[src/rtl/life_color_pkg.sv]
// ============================================================================
// Module  : life_color_pkg
// Brief   : Shared GRB palette, dim shift, FSM state type and default age width
// Revision: 1.0
// ============================================================================
`default_nettype none

package life_color_pkg;

  localparam logic [23:0] OFF    = 24'h000000;
  localparam logic [23:0] GREEN  = 24'hFF0000;
  localparam logic [23:0] YELLOW = 24'hFFFF00;
  localparam logic [23:0] RED    = 24'h00FF00;
  localparam logic [23:0] BLUE   = 24'h0000FF;

  localparam int DIM_SHIFT     = 2;
  localparam int AGE_W_DEFAULT = 3;

  typedef enum logic [1:0] {
    IDLE   = 2'd0,
    WAIT   = 2'd1,
    UPDATE = 2'd2
  } state_e;

  function automatic logic [23:0] dim_grb(input logic [23:0] c);
    logic [7:0] g;
    logic [7:0] r;
    logic [7:0] b;
    g = c[23:16] >> DIM_SHIFT;
    r = c[15:8]  >> DIM_SHIFT;
    b = c[7:0]   >> DIM_SHIFT;
    return {g, r, b};
  endfunction

endpackage

`default_nettype wire

[src/rtl/cell_age.sv]
// ============================================================================
// Module  : cell_age
// Brief   : One cell's registered alive flag and saturating age counter
// Revision: 1.0
// ============================================================================
`default_nettype none

module cell_age
  import life_color_pkg::*;
#(
  parameter int AGE_W = AGE_W_DEFAULT
) (
  input  logic             clk,
  input  logic             reset_n,
  input  logic             update_en,
  input  logic             alive_in,
  output logic             alive_q,
  output logic [AGE_W-1:0] age_q
);

  localparam logic [AGE_W-1:0] AGE_MAX = '1;

  logic             alive_d;
  logic [AGE_W-1:0] age_d;

  always_comb begin
    alive_d = alive_q;
    age_d   = age_q;
    if (update_en) begin
      alive_d = alive_in;
      // Only a survivor ages; births and deaths both restart at zero.
      if (alive_in && alive_q) begin
        age_d = (age_q == AGE_MAX) ? AGE_MAX : age_q + AGE_W'(1);
      end else begin
        age_d = '0;
      end
    end
  end

  always_ff @(posedge clk or negedge reset_n) begin
    if (!reset_n) begin
      alive_q <= 1'b0;
      age_q   <= '0;
    end else begin
      alive_q <= alive_d;
      age_q   <= age_d;
    end
  end

endmodule

`default_nettype wire

[src/rtl/cell_age_colorizer.sv]
// ============================================================================
// Module  : cell_age_colorizer
// Brief   : Per-cell age tracking and registered GRB colour lookup by age.
//           Optional macro COLOR_DIM_EN quarters every palette channel.
// Revision: 1.0
// ============================================================================
`default_nettype none

module cell_age_colorizer
  import life_color_pkg::*;
#(
  parameter int NUM_CELLS = 64,
  parameter int AGE_W     = AGE_W_DEFAULT
) (
  input  logic                         clk,
  input  logic                         reset_n,
  input  logic                         step,
  input  logic [NUM_CELLS-1:0]         grid,
  input  logic                         pixel_req,
  input  logic [$clog2(NUM_CELLS)-1:0] pixel_idx,
  output logic                         pixel_valid,
  output logic [23:0]                  pixel_color,
  output logic                         busy,
  output logic                         step_overrun
);

  localparam int IDX_W     = $clog2(NUM_CELLS);
  localparam int NUM_SLOTS = 2 ** IDX_W;
  localparam logic [AGE_W-1:0] AGE_MAX = '1;

  state_e      state_q;
  state_e      state_d;
  logic        step_overrun_q;
  logic        step_overrun_d;
  logic        pixel_valid_q;
  logic        pixel_valid_d;
  logic [23:0] pixel_color_q;
  logic [23:0] pixel_color_d;
  logic        update_en;
  logic [23:0] lookup_color;

  // Slots beyond NUM_CELLS read as dead, so out-of-range indices return OFF.
  logic [NUM_SLOTS-1:0] alive_slot;
  logic [AGE_W-1:0]     age_slot [NUM_SLOTS];

  for (genvar i = 0; i < NUM_CELLS; i++) begin : g_cell
    cell_age #(
      .AGE_W(AGE_W)
    ) u_cell (
      .clk      (clk),
      .reset_n  (reset_n),
      .update_en(update_en),
      .alive_in (grid[i]),
      .alive_q  (alive_slot[i]),
      .age_q    (age_slot[i])
    );
  end

  if (NUM_SLOTS > NUM_CELLS) begin : g_pad
    for (genvar j = NUM_CELLS; j < NUM_SLOTS; j++) begin : g_pad_slot
      assign alive_slot[j] = 1'b0;
      assign age_slot[j]   = '0;
    end
  end

  function automatic logic [23:0] palette(input logic alive, input logic [AGE_W-1:0] age);
    logic [23:0] c;
    if (!alive)                 c = OFF;
    else if (age == '0)         c = GREEN;
    else if (age == AGE_MAX)    c = BLUE;
    else if (age == AGE_W'(1))  c = YELLOW;
    else                        c = RED;
`ifdef COLOR_DIM_EN
    return dim_grb(c);
`else
    return c;
`endif
  endfunction

  always_ff @(posedge clk or negedge reset_n) begin
    if (!reset_n) begin
      state_q        <= IDLE;
      step_overrun_q <= 1'b0;
      pixel_valid_q  <= 1'b0;
      pixel_color_q  <= OFF;
    end else begin
      state_q        <= state_d;
      step_overrun_q <= step_overrun_d;
      pixel_valid_q  <= pixel_valid_d;
      pixel_color_q  <= pixel_color_d;
    end
  end

  // WAIT gives the rules engine one edge to register the new grid.
  always_comb begin
    state_d = state_q;
    unique case (state_q)
      IDLE:    if (step) state_d = WAIT;
      WAIT:    state_d = UPDATE;
      UPDATE:  state_d = IDLE;
      default: state_d = IDLE;
    endcase
  end

  always_comb begin
    busy      = (state_q != IDLE);
    update_en = (state_q == UPDATE);
  end

  assign lookup_color = palette(alive_slot[pixel_idx], age_slot[pixel_idx]);

  always_comb begin
    step_overrun_d = step_overrun_q | (step & busy);
    pixel_valid_d  = pixel_req;
    pixel_color_d  = pixel_req ? lookup_color : pixel_color_q;
  end

  assign pixel_valid  = pixel_valid_q;
  assign pixel_color  = pixel_color_q;
  assign step_overrun = step_overrun_q;

endmodule

`default_nettype wire

[config.mk]
export PLATFORM = sky130hd
export DESIGN_NAME = cell_age_colorizer
export DESIGN_NICKNAME = d
export VERILOG_FILES = /design/src/rtl/life_color_pkg.sv /design/src/rtl/cell_age.sv /design/src/rtl/cell_age_colorizer.sv
export SDC_FILE = /design/constraint.sdc
export NUM_CORES = 1
export LEC_CHECK = 0
export ABC_AREA = 1
export CELL_PAD_IN_SITES_DETAIL_PLACEMENT = 1
export CELL_PAD_IN_SITES_GLOBAL_PLACEMENT = 1
export CORE_ASPECT_RATIO = 0.5
export CORE_MARGIN = 2
export CORE_UTILIZATION = 46
export CTS_BUF_LIST = sky130_fd_sc_hd__clkbuf_4
export DETAILED_ROUTE_END_ITERATION = 16
export MAX_ROUTING_LAYER = met4
export PLACE_DENSITY_LB_ADDON = 0.1
export SLEW_MARGIN = 20
export SYNTH_ARGS = -nofsm -noshare
export SYNTH_HDL_FRONTEND = slang
export SYNTH_SLANG_ARGS = --single-unit
export TNS_END_PERCENT = 20
[constraint.sdc]
create_clock -name clk -period 1.8 [get_ports clk]
set_input_delay 0.18 -clock clk [delete_from_list [all_inputs] [get_ports clk]]
set_output_delay 0.18 -clock clk [all_outputs]
set_load 0.02 [all_outputs]
==> impl_metrics.csv <==
group,metric,value,unit
floorplanning,core,0.03052,mm2
power,p_sw_frac,0.3799,
worst_setup_path,crit_fanout,9,
sta,worstMarginPinSlew,0.5189,ns
floorplanning,io_pins,101,
cells_and_area,drive_gt1_frac,0.09050,
power,clkPwrFrac,0.252,
power,p_int,0.01174,W
sta,finalCritPeriodShare,0.9678,
placed_design,routabilityCongestion,0.8731,
logic_synthesis,seq_area_frac_synth,0.4583,
power,leakage,7.767,nW
global_route,grt_max_degree,102,
clocking,clk_latency,0.76,ns
clocking,clock_sinks,263,
drt,wire_per_inst,18.92,um
worst_setup_path,critical_path_class,"reg -> out",
logic_synthesis,synth_seq_cells,263,
drt,drt-initial-drc-count,910,
drt,vias,13810,
logic_synthesis,syn_area,0.01436,mm2
sta,hold_viol_final,0,
floorplanning,start_util,0.4706,
placed_design,io_buffers,100,
sta,grt_setup_unrepaired,"yes",
worst_setup_path,critPathBufInv,1,
cells_and_area,num-nets-final,2089,
power,switchingPower,0.007191,W
flow_run,maxCapViolations,0,
global_route,track_usage,0.2980,
worst_setup_path,critPathArrivalTime,1.56,ns
worst_setup_path,path_delay_family,"flip-flops",
status,status,"finished clean",
global_route,antenna_found_initial,1,
sta,timing.hold.ws,0.04689,ns
floorplanning,rows,45,
cells_and_area,syn_to_final_growth,16.69,%
sta,skew,0.03646,ns
worst_setup_path,startpoint_type,"flop",
clocking,root_buffer,"clkbuf_4",
floorplanning,die_w,253.9,um
floorplanning,dieArea,0.03273,mm2
clocking,cts_tree,"yes",
clocking,htreeDepth,3,
drt,remaining_drc_errors,0,
worst_setup_path,worstReg2RegStart,"g_cell[29].u_cell.age_q[1]",
clocking,cts_buffers,66,
clocking,cts.path.max_buffers,3,
worst_setup_path,crit_path_end_kind,"output port",
sta,period_needed,1.742,ns
logic_synthesis,yosysWarnings,0,
worst_setup_path,crit_start,"pixel_color[7]",
clocking,clk_pin_slew_worst_paths,0.08,ns
floorplanning,die_h,128.9,um
drt,totalWireLength,45450,um
global_route,grt-ovfl-total,0,
power,seqPwrFrac,0.464,
power,pwr_density_cell,1130,mW/mm2
sta,setup_violations,0,
logic_synthesis,avgSynthCellArea,7.783,um2
drt,dr.pass1.iters,5,
placed_design,hpwlAfterDp,31750,um
drt,via_per_inst,5.750,
worst_setup_path,crit_slowest_cell,"dfrtp_2",
sta,maxSlewViolCount,0,
power,combinationalPowerShare,0.284,
drt,ant_nets,0,
logic_synthesis,ys_types,19,
worst_setup_path,required,1.62,ns
worst_setup_path,critPathMaxStageDelay,0.50,ns
logic_synthesis,synth_cells,1845,
global_route,grt_pass1_wl,74880,um
min_path,hp-start,"grid[43]",
sta,setup_tns,0,ns
sta,max_freq,574.0,MHz
worst_setup_path,worstPathCellList,"clkdlybuf4s15_2",
logic_synthesis,syn-num-nets,1983,
global_route,grt_pass1_vias,14440,
power,peakVddDrop,0.5643,mV
sta,relSlewSlack,0.6540,
min_path,min_path_type,"in -> reg",
## area by class of cell
cell class | instances | area, um2
clock inverters | 7 | 27.53
inverters | 84 | 324.1
fillers | 3768 | 13760
well taps | 423 | 529.3
repair buffers | 159 | 1779
clock buffers | 88 | 660.6
flip-flops and latches | 263 | 6586
multi-input cells | 1377 | 6847
diodes | 1 | 2.502
## flip-flops by register name (all words and copies together) (netlist names)
register               cells
pixel_color                3
pixel_valid                1
state_q                    2
g_cell.u_cell.age_q      192
step_overrun               1
g_cell.u_cell.alive_q     64
## placed cells by master (no fill, tap or decap), types with 2 or more instances in the layout
| cell | n |
|---|---|
| dfrtp_2 | 4 |
| nand2_1 | 626 |
| o22ai_1 | 64 |
| clkinv_2 | 2 |
| buf_4 | 23 |
| dfrtp_1 | 259 |
| nor2_1 | 3 |
| inv_1 | 80 |
| clkdlybuf4s50_1 | 70 |
| buf_6 | 2 |
| o211ai_1 | 61 |
| buf_16 | 2 |
| buf_2 | 4 |
| clkinv_1 | 4 |
| o21ai_0 | 136 |
| dlygate4sd3_1 | 12 |
| nand3_2 | 2 |
| o21ai_1 | 6 |
| buf_12 | 21 |
| nand3_1 | 271 |
| clkdlybuf4s15_2 | 20 |
| inv_2 | 4 |
| a21oi_1 | 140 |
| clkbuf_4 | 88 |
| ha_1 | 64 |
| dlygate4sd2_1 | 2 |
| clkbuf_2 | 2 |
## power groups by stage
stage | Combinational (W) | Clock, W | Sequential, W
after detailed placement | 0.00534 | 0 | 0.00885
after global routing | 0.00620 | 0.00519 | 0.00899
final | 0.00538 | 0.00477 | 0.00877
after global placement | 0.00485 | 0 | 0.00873
after floorplan | 0.00365 | 0 | 0.00840
after CTS | 0.00538 | 0.00490 | 0.00876
## stage by stage
stage | setup slack, ns | util | instance area (um2) | instances | power, W
global route | -0.06934 | 0.5491 | 16760 | 2402 | 0.02037
global placement | -0.1779 | 0.5204 | 15880 | 2292 | 0.01358
CTS | -0.06473 | 0.5480 | 16720 | 2399 | 0.01904
finish | 0.05797 | 0.5491 | 16760 | 2402 | 0.01893
detailed placement | -0.3318 | 0.5204 | 15880 | 2292 | 0.01419
floorplan | 0.3416 | - | 14360 | 1845 | 0.01205
## what timing repair did
| item | in CTS | in global routing |
|---|---|---|
| buffers inserted | 0 | 2 |
| gates cloned | 0 | 0 |
| hold buffers | 12 | 0 |
| gates resized for setup | 79 | 19 |
| endpoints found under the setup margin | 27 | 11 |
| endpoints found under the hold margin | 273 | 0 |
## final timing paths
| path | end | slack, ns | depth (start not counted) |
|---|---|---|---|
| worst max-delay path | pixel_color[6] | 0.06 | 1 |
| worst min-delay path | g_cell[43].u_cell.alive_q | 0.05 | 3 |
| max in group asynchronous | state_q[1] | 0.52 | 4 |
| min in group asynchronous | g_cell[0].u_cell.alive_q | 0.48 | 3 |
| worst max register to register | pixel_color[15] | 0.07 | 12 |
| worst min register to register | state_q[1] | 0.49 | 1 |
## cells in the mapped netlist (all sizes together)
| cell type | count | area (um2) |
|---|---|---|
| o22ai | 64 | 400.4 |
| ha | 64 | 800.8 |
| dfrtp | 263 | 6581 |
| nor2 | 4 | 15.01 |
| o21ai | 142 | 710.7 |
| a21oi | 141 | 705.7 |
| nand2 | 627 | 2354 |
| clkbuf | 59 | 222.7 |
| nand3 | 273 | 1366 |
| buf | 62 | 422.9 |
| o21bai | 1 | 7.510 |
| inv | 84 | 315.3 |
| o211ai | 61 | 457.9 |
## logic make-up (layout without fill, tap and decap cells)
group | Yosys count | in the layout | synth area share
AOI/OAI and AO/OA | 409 | 409 | 0.1589
adders and majority gates | 64 | 64 | 0.05576
buffers and inverters | 205 | 338 | 0.06692
DFF | 263 | 263 | 0.4583
other | 0 | 1 | 0
and+or+nand+nor | 904 | 904 | 0.2601
## per-layer routing
| layer | part of all wire | up-vias | track usage |
|---|---|---|---|
| met5 | 0 | - | - |
| met4 | 0.023 | 0 | 0.09654 |
| met3 | 0.056 | 83 | 0.05968 |
| met2 | 0.47 | 351 | 0.4732 |
| met1 | 0.45 | 6874 | 0.3850 |
| li1 | - | 6503 | - |
(Power assumes the default switching activity.)
